`config.mk`:
```
export PLATFORM = sky130hd
export DESIGN_NAME = lsu_mem_ctrl
export DESIGN_NICKNAME = d
export VERILOG_FILES = /design/src/rtl/lsu_mem_ctrl.sv
export SDC_FILE = /design/constraint.sdc
export NUM_CORES = 1
export LEC_CHECK = 0
export BUFFER_PORTS_ARGS = -buffer_cell sky130_fd_sc_hd__buf_4
export CORE_ASPECT_RATIO = 0.6
export CORE_MARGIN = 2
export CORE_UTILIZATION = 50
export CTS_CLUSTER_DIAMETER = 50
export CTS_CLUSTER_SIZE = 30
export DETAILED_ROUTE_END_ITERATION = 6
export HOLD_SLACK_MARGIN = 0.12
export PLACE_DENSITY = 0.82
export SYNTH_ARGS = -nofsm -noshare
export SYNTH_HDL_FRONTEND = slang
export SYNTH_SLANG_ARGS = --single-unit
```
`constraint.sdc`:
```
create_clock -name clk -period 3.3 [get_ports clk]
set_input_delay 0.165 -clock clk [delete_from_list [all_inputs] [get_ports clk]]
set_output_delay 0.165 -clock clk [all_outputs]
set_load 0.01 [all_outputs]
```
`src/rtl/lsu_mem_ctrl.sv`:
```
`default_nettype none
`timescale 1ns/1ps
// ---------------------------------------------------------------------------
// lsu_mem_ctrl: byte/half/word load-store unit, splits unaligned accesses in two
// Rev 1.0
// ---------------------------------------------------------------------------
module lsu_mem_ctrl (
  input  logic        clk,
  input  logic        reset,
  input  logic        req_valid,
  output logic        req_ready,
  input  logic [2:0]  req_op,
  input  logic [31:0] req_addr,
  input  logic [31:0] req_wdata,
  output logic        rsp_valid,
  output logic [31:0] rsp_rdata,
  output logic        mem_we,
  output logic [29:0] mem_adr,
  output logic [3:0]  mem_wmask,
  output logic [31:0] mem_wd,
  input  logic [31:0] mem_rd
);

  localparam logic [2:0] OP_LDR   = 3'd0;
  localparam logic [2:0] OP_LDRB  = 3'd1;
  localparam logic [2:0] OP_LDRSB = 3'd2;
  localparam logic [2:0] OP_LDRH  = 3'd3;
  localparam logic [2:0] OP_LDRSH = 3'd4;
  localparam logic [2:0] OP_STR   = 3'd5;
  localparam logic [2:0] OP_STRH  = 3'd7;

  typedef enum logic [1:0] {IDLE, ACC1, ACC2, DONE} state_t;

  state_t      state, state_nx;
  logic [2:0]  op_q;
  logic [31:0] addr_q, wdata_q, asm_q, asm_nx;
  logic [29:0] adr_hold;

  logic [1:0]  off;
  logic [4:0]  sh;
  logic [3:0]  size_mask, lanes, byte_sel;
  logic [7:0]  span;
  logic        split, is_store, in_acc;
  logic [31:0] wd_rot, rd_rot, lane_bits, byte_bits;

  // Operand byte i lives in lane (off+i) mod 4: rotate left for stores,
  // rotate right for loads. span[7:4] are the lanes spilling into the next word.
  always_comb begin
    off      = addr_q[1:0];
    sh       = {off, 3'b000};
    is_store = (op_q >= OP_STR);
    in_acc   = (state == ACC1) || (state == ACC2);
    case (op_q)
      OP_LDR, OP_STR:            size_mask = 4'b1111;
      OP_LDRH, OP_LDRSH, OP_STRH: size_mask = 4'b0011;
      default:                   size_mask = 4'b0001;
    endcase
    span  = {4'b0000, size_mask} << off;
    split = |span[7:4];
    case (state)
      ACC1:    lanes = span[3:0];
      ACC2:    lanes = span[7:4];
      default: lanes = 4'b0000;
    endcase
    byte_sel = (lanes >> off) | (lanes << (3'd4 - {1'b0, off}));
    wd_rot   = (wdata_q << sh) | (wdata_q >> (6'd32 - {1'b0, sh}));
    rd_rot   = (mem_rd >> sh) | (mem_rd << (6'd32 - {1'b0, sh}));
    for (int k = 0; k < 4; k++) begin
      lane_bits[8*k +: 8] = {8{lanes[k]}};
      byte_bits[8*k +: 8] = {8{byte_sel[k]}};
    end
    asm_nx = (asm_q & ~byte_bits) | (rd_rot & byte_bits);
  end

  always_comb begin
    mem_we    = is_store && in_acc;
    mem_wmask = is_store ? lanes : 4'b0000;
    mem_wd    = is_store ? (wd_rot & lane_bits) : 32'd0;
    case (state)
      ACC1:    mem_adr = addr_q[31:2];
      ACC2:    mem_adr = addr_q[31:2] + 30'd1;
      default: mem_adr = adr_hold;
    endcase
  end

  always_comb begin
    state_nx  = state;
    req_ready = (state == IDLE);
    rsp_valid = (state == DONE);
    rsp_rdata = 32'd0;
    case (state)
      IDLE:    if (req_valid) state_nx = ACC1;
      ACC1:    state_nx = split ? ACC2 : DONE;
      ACC2:    state_nx = DONE;
      default: state_nx = IDLE;
    endcase
    if (state == DONE) begin
      case (op_q)
        OP_LDR:   rsp_rdata = asm_q;
        OP_LDRB:  rsp_rdata = {24'd0, asm_q[7:0]};
        OP_LDRSB: rsp_rdata = {{24{asm_q[7]}}, asm_q[7:0]};
        OP_LDRH:  rsp_rdata = {16'd0, asm_q[15:0]};
        OP_LDRSH: rsp_rdata = {{16{asm_q[15]}}, asm_q[15:0]};
        default:  rsp_rdata = 32'd0;
      endcase
    end
  end

  always_ff @(posedge clk or negedge reset) begin
    if (!reset) begin
      state    <= IDLE;
      op_q     <= 3'd0;
      addr_q   <= 32'd0;
      wdata_q  <= 32'd0;
      asm_q    <= 32'd0;
      adr_hold <= 30'd0;
    end else begin
      state <= state_nx;
      if (state == IDLE && req_valid) begin
        op_q    <= req_op;
        addr_q  <= req_addr;
        wdata_q <= req_wdata;
        asm_q   <= 32'd0;
      end
      if (in_acc) begin
        adr_hold <= mem_adr;
        if (!is_store) asm_q <= asm_nx;
      end
    end
  end

endmodule
`default_nettype wire

```
Word level (Yosys, flattened, before mapping) --
Index checks and enable logic that the tools add are counted.
Cells by class: equality and inequality tests 10, $add $sub $neg 3, reduce and logical (&&, ||, !) cells 8, order comparisons 1, bitwise logic cells 8, mux-type cells 13, shift operators 7
Operator list (count):
- two-way mux 32 bit | 5
- case mux 32 bit (5 select lines) | 1
- bitwise AND 32 bit | 3
- OR 32 bit | 3
- case mux 30 bit (2 select lines) | 1
- NOT 32 bit | 1
- << shifter 32 x 5 -> 32 bit | 1
- << shifter 32 x 6 -> 32 bit | 1
- >> shifter 32 x 5 -> 32 bit | 1
- >> shifter 32 x 6 -> 32 bit | 1
- adder 30 x 1 -> 30 bit, second input constant | 1
- case mux 4 bit (2 select lines) | 2
- == test 3 bit, second input constant | 3
- << shifter 4 x 2 -> 8 bit | 1
- == test 3 x 2 -> 1 bit, second input constant | 2
- case mux 2 bit (3 select lines) | 1
- subtractor 6 x 5 -> 6 bit, first input constant | 1
- == test 2 bit, second input constant | 2
- two-way mux 4 bit | 1
- OR 4 bit | 1
- OR reduction 4 bit | 1
- << shifter 4 x 3 -> 4 bit | 1
- >> shifter 4 x 2 -> 4 bit | 1
- == test 3 x 1 -> 1 bit, second input constant | 1
- other kinds (12) | 13
Storage, ports and cells: bits in registers 131, output and inout bits 101, input port bits 102

Depth between registers and ports, before layout --
depth after elaboration 12, depth in mapped cells 12

Worst setup path before layout --
Ideal clock, no wire load.
path type reg-to-output, start point register addr_q[1], end point output port mem_wd[0], setup slack 0.133 ns, buffers on the path 5, stages on the path, launching flop included 12, arrival 3.002 ns, path through dfrtp_1 inv_1 clkbuf_1 clkbuf_1 ha_1 clkbuf_1 or2_2 clkbuf_1 a21oi_1 clkbuf_1 a22oi_1 nor2_1
Between the ends: longest elaborated chain between the ends 5, elaborated cells between the ends (all ways) 8, classes of those cells add/sub (1); shift (3); mux (2); bitwise (2)
Ends and longest elaborated chain:
- start, declared | RTL line 36 | logic [31:0] addr_q, wdata_q, asm_q, asm_nx;
- start signal, assigned | RTL line 121 | addr_q <= req_addr;
- subtractor 6 x 5 -> 6 bit | RTL line 66 | wd_rot = (wdata_q << sh) | (wdata_q >> (6'd32 - {1'b0, sh}));
- >> shifter 32 x 6 -> 32 bit | RTL line 66
- OR 32 bit | RTL line 66
- bitwise AND 32 bit * | RTL line 78 | mem_wd = is_store ? (wd_rot & lane_bits) : 32'd0;
- two-way mux 32 bit * | RTL line 78
- end, declared | RTL line 20 | output logic [31:0] mem_wd,
Every way passes the cells marked *; elsewhere a longest branch is shown, timed or not.

Worst setup path in the final report --
start point register addr_q[2], end point output port mem_adr[14]
Between the ends: longest elaborated chain between the ends 2
Ends and longest elaborated chain:
- adder 30 x 1 -> 30 bit | RTL line 81 | ACC2: mem_adr = addr_q[31:2] + 30'd1;
- case mux 30 bit (2 select lines) | RTL line 79 | case (state)
- end, declared | RTL line 18 | output logic [29:0] mem_adr,
Every way passes these cells.

==> results.py <==
metrics = {
    "grt": {
        "grt_max_degree": 85,
        "grt_use_total_pct": 31.24,
        "grt_pass1_wl_um": 45840,
        "grt_overflow": 0,
        "antenna_found_initial": 1,
        "grt_pass1_vias": 8663,
    },
    "status": {
        "status": "completed",
    },
    "worst_setup_path": {
        "crit_fanout": 6,
        "cp-start-kind": "flop",
        "critical_path_class": "flop to output port",
        "crit_top_cell": "nand3_1",
        "arrival_ns": 2.92,
        "crit_path_top_delay_cell": "nor3_1",
        "crit_path_end_kind": "output port",
        "startpoint": "addr_q[2]$_DFFE_PN0P_",
        "r2r-start": "addr_q[0]$_DFFE_PN0P_",
        "critPathMaxStageDelay_ns": 0.54,
        "crit_chain": "ha_1 -> nand3_1 -> or2_2 -> nor3_1 -> nand3_1 -> o31a_1 -> a21oi_1 -> buf_4",
        "crit_required_ns": 3.13,
    },
    "hold_path": {
        "hp-class": "primary input to flop",
        "hold_start": "mem_rd[31]",
    },
    "floorplanning": {
        "fp.dieW_um": 174.5,
        "dieHeight_um": 106.3,
        "initial_core_util_pct": 51.03,
        "ioPinCount": 203,
        "rows": 37,
        "dieArea_sq_mm": 0.01854,
        "core_sq_mm": 0.01708,
    },
    "layout": {
        "layout_common_cells": "buf_4, dfrtp_1, nand2_1, a21oi_1, nor2_1",
        "final_common_cell": "buf_4",
        "finalNetCount": 1381,
        "areaGrowthSynthToFinish_pct": 37.02,
        "drive_gt1_share_pct": 28.15,
        "fin_cells": 1521,
    },
    "placed_design": {
        "dp_cells": 1405,
        "portBuffers": 202,
        "dp_hpwl_um": 19870,
        "gp_congestion": 0.9529,
    },
    "sta": {
        "fin_crit_sh_pct": 93.40,
        "worst_pin_slew_ns": 0.8087,
        "maxSlewViolCount": 0,
        "max_slew_margin_pct": 46.09,
        "tns_ns": 0,
        "skew_ns": 0.01095,
        "rsz0062_at_grt": "no",
        "max_freq_mhz": 324.4,
        "fin_crit_ns": 3.082,
        "setup-violations-final": 0,
        "hold_violations": 0,
    },
    "routing": {
        "drc_errors": 0,
        "viasPerCell": 6.168,
        "drt-initial-drc-count": 1327,
        "vias": 9382,
        "wire_per_inst_um": 19.16,
        "final_antenna_net_count": 0,
        "drt-total-wl_um": 29150,
        "dr.pass1.iters": 6,
    },
    "clocking": {
        "cts_tree": "yes",
        "worst_skew_pair.late_latency_ns": 0.41,
        "clockBufferDepth": 2,
        "cts_sinks": 131,
        "h-tree-depth": 4,
        "numCtsBuffers": 17,
        "postCtsSetupRepairBufs": 0,
        "clkSlewWorstSetupHoldPaths_ns": 0.06,
        "cts_root_buf": "clkbuf_16",
    },
    "yosys": {
        "avgSynthCellArea_sq_um": 8.614,
        "async_flop_share_pct": 100.0,
        "synth_warnings": 0,
        "syn_nets": 1120,
        "synth_flop_cell": "dfrtp_1",
        "ys_seq_elements": 131,
        "yosysUniqueCellTypes": 58,
        "synth-seq-area-share_pct": 37.61,
        "syn_inst": 1012,
        "synth_edf_count": 0,
        "netlist_area_sq_mm": 0.008717,
    },
    "flow_run": {
        "drv_cap": 0,
    },
    "pwr": {
        "power_density_mw_per_mm2": 1090,
        "p_leak_nw": 5.345,
        "vdd_drop_max_mv": 0.7501,
    },
}
==> repair_timing <==
item                                    in CTS  in global routing
gates resized for setup                      0                  2
hold endpoints to repair                   169                  0
endpoints found under the setup margin       0                 12
hold buffers                                83                  0
==> stage by stage <==
step / hold slack, ns / cell area, sq um / setup slack, ns / power, W / util, %
final: 0.1298 / 11940 / 0.2178 / 0.01301 / 69.92
after global routing: 0.1342 / 11940 / 0.04438 / 0.01385 / 69.92
after CTS: 0.1276 / 11930 / 0.1306 / 0.01282 / 69.85
after detailed placement: 0.2968 / 10490 / 0.4860 / 0.01071 / 61.38
after global placement: 0.2803 / 10490 / 0.5948 / 0.01048 / 61.38
after floorplan: -0.1306 / 8717 / 0.1329 / 0.008151 / -
==> worst max-delay path: cells and delay by family, from the launching register on <==
family          cells  cell delay (ns)
fa+ha+maj           1             0.22
compound gates      2             0.42
buf+inv             1             0.14
flops               1             0.43
simple gates        4             1.31
==> layer usage <==
metal	vias up	share of wire [%]	wire [um]	global-route usage, %
li1	4247	-	-	-
met1	4443	44	12740	46.26
met2	624	42	12300	44.73
met3	68	12	3488	8.333
met4	0	2.1	623	8.643
met5	-	0	0	0
==> final cells by class <==
class                      instances  area (sq um)
antenna                            1         2.502
clock buffer                      19         442.9
clock inverter                    13         173.9
fill                            1311          5139
inverter                          29         108.9
multi-input combinational        779          5064
sequential                       131          3283
tap                              234         292.8
timing repair buffer             315          2576
==> cell usage after synthesis, drive strengths merged, types with 4 or more instances <==
cell / count / area (sq um)
nand2: 116 / 435.4
a22o: 5 / 43.79
a22oi: 22 / 165.2
buf: 17 / 72.56
nand3: 25 / 125.1
nand4b: 4 / 35.03
nor3: 8 / 45.04
o22ai: 22 / 137.6
a21oi: 116 / 580.6
inv: 29 / 108.9
a21o: 5 / 37.54
a311oi: 4 / 52.56
nor4: 4 / 25.02
mux2i: 49 / 490.5
o211ai: 7 / 52.55
o21ai: 48 / 240.2
xor2: 6 / 60.06
a221oi: 18 / 157.7
and3: 15 / 93.84
and2: 17 / 106.4
clkbuf: 56 / 210.2
mux2: 86 / 968.4
dfrtp: 131 / 3278
o221ai: 7 / 61.31
nor2b: 14 / 87.58
nor2: 98 / 367.9
o21a: 5 / 37.54
a221o: 4 / 40.04
o311ai: 4 / 35.03
ha: 6 / 75.07
a31oi: 21 / 131.4
o2bb2ai: 10 / 87.58
==> power by group <==
| part | internal [W] | total, W | switching [W] |
|---|---|---|---|
| combinational | 0.00330 | 0.00782 | 0.00452 |
| clock | 0.00123 | 0.00201 | 0.000784 |
| sequential | 0.00236 | 0.00319 | 0.000828 |
==> final timing paths <==
kind	endpoint	slack (ns)	cells past startpoint
setup / recovery	mem_adr[14]	0.22	8
hold / removal	flop	0.13	3
setup reg to reg	flop	0.43	7
hold reg to reg	adr_hold[22]$_DFFE_PN0N_	0.48	2
max in group asynchronous	wdata_q[4]$_DFFE_PN0P_	2.04	3
min in group asynchronous	addr_q[23]$_DFFE_PN0P_	0.38	2
==> kinds of logic (layout without fill, tap and decap cells) <==
family / after synthesis / in the layout / synth area share, %
AOI/OAI and AO/OA: 313 / 313 / 22.94
xor gates and xnor gates: 6 / 6 / 0.6890
adders and majority gates: 6 / 6 / 0.8612
buffers and inverters: 102 / 376 / 4.492
DFF: 131 / 131 / 37.61
muxes: 135 / 135 / 16.74
other: 0 / 1 / 0
and+or+nand+nor: 319 / 319 / 16.68
Power figures use the tool's default switching activity.
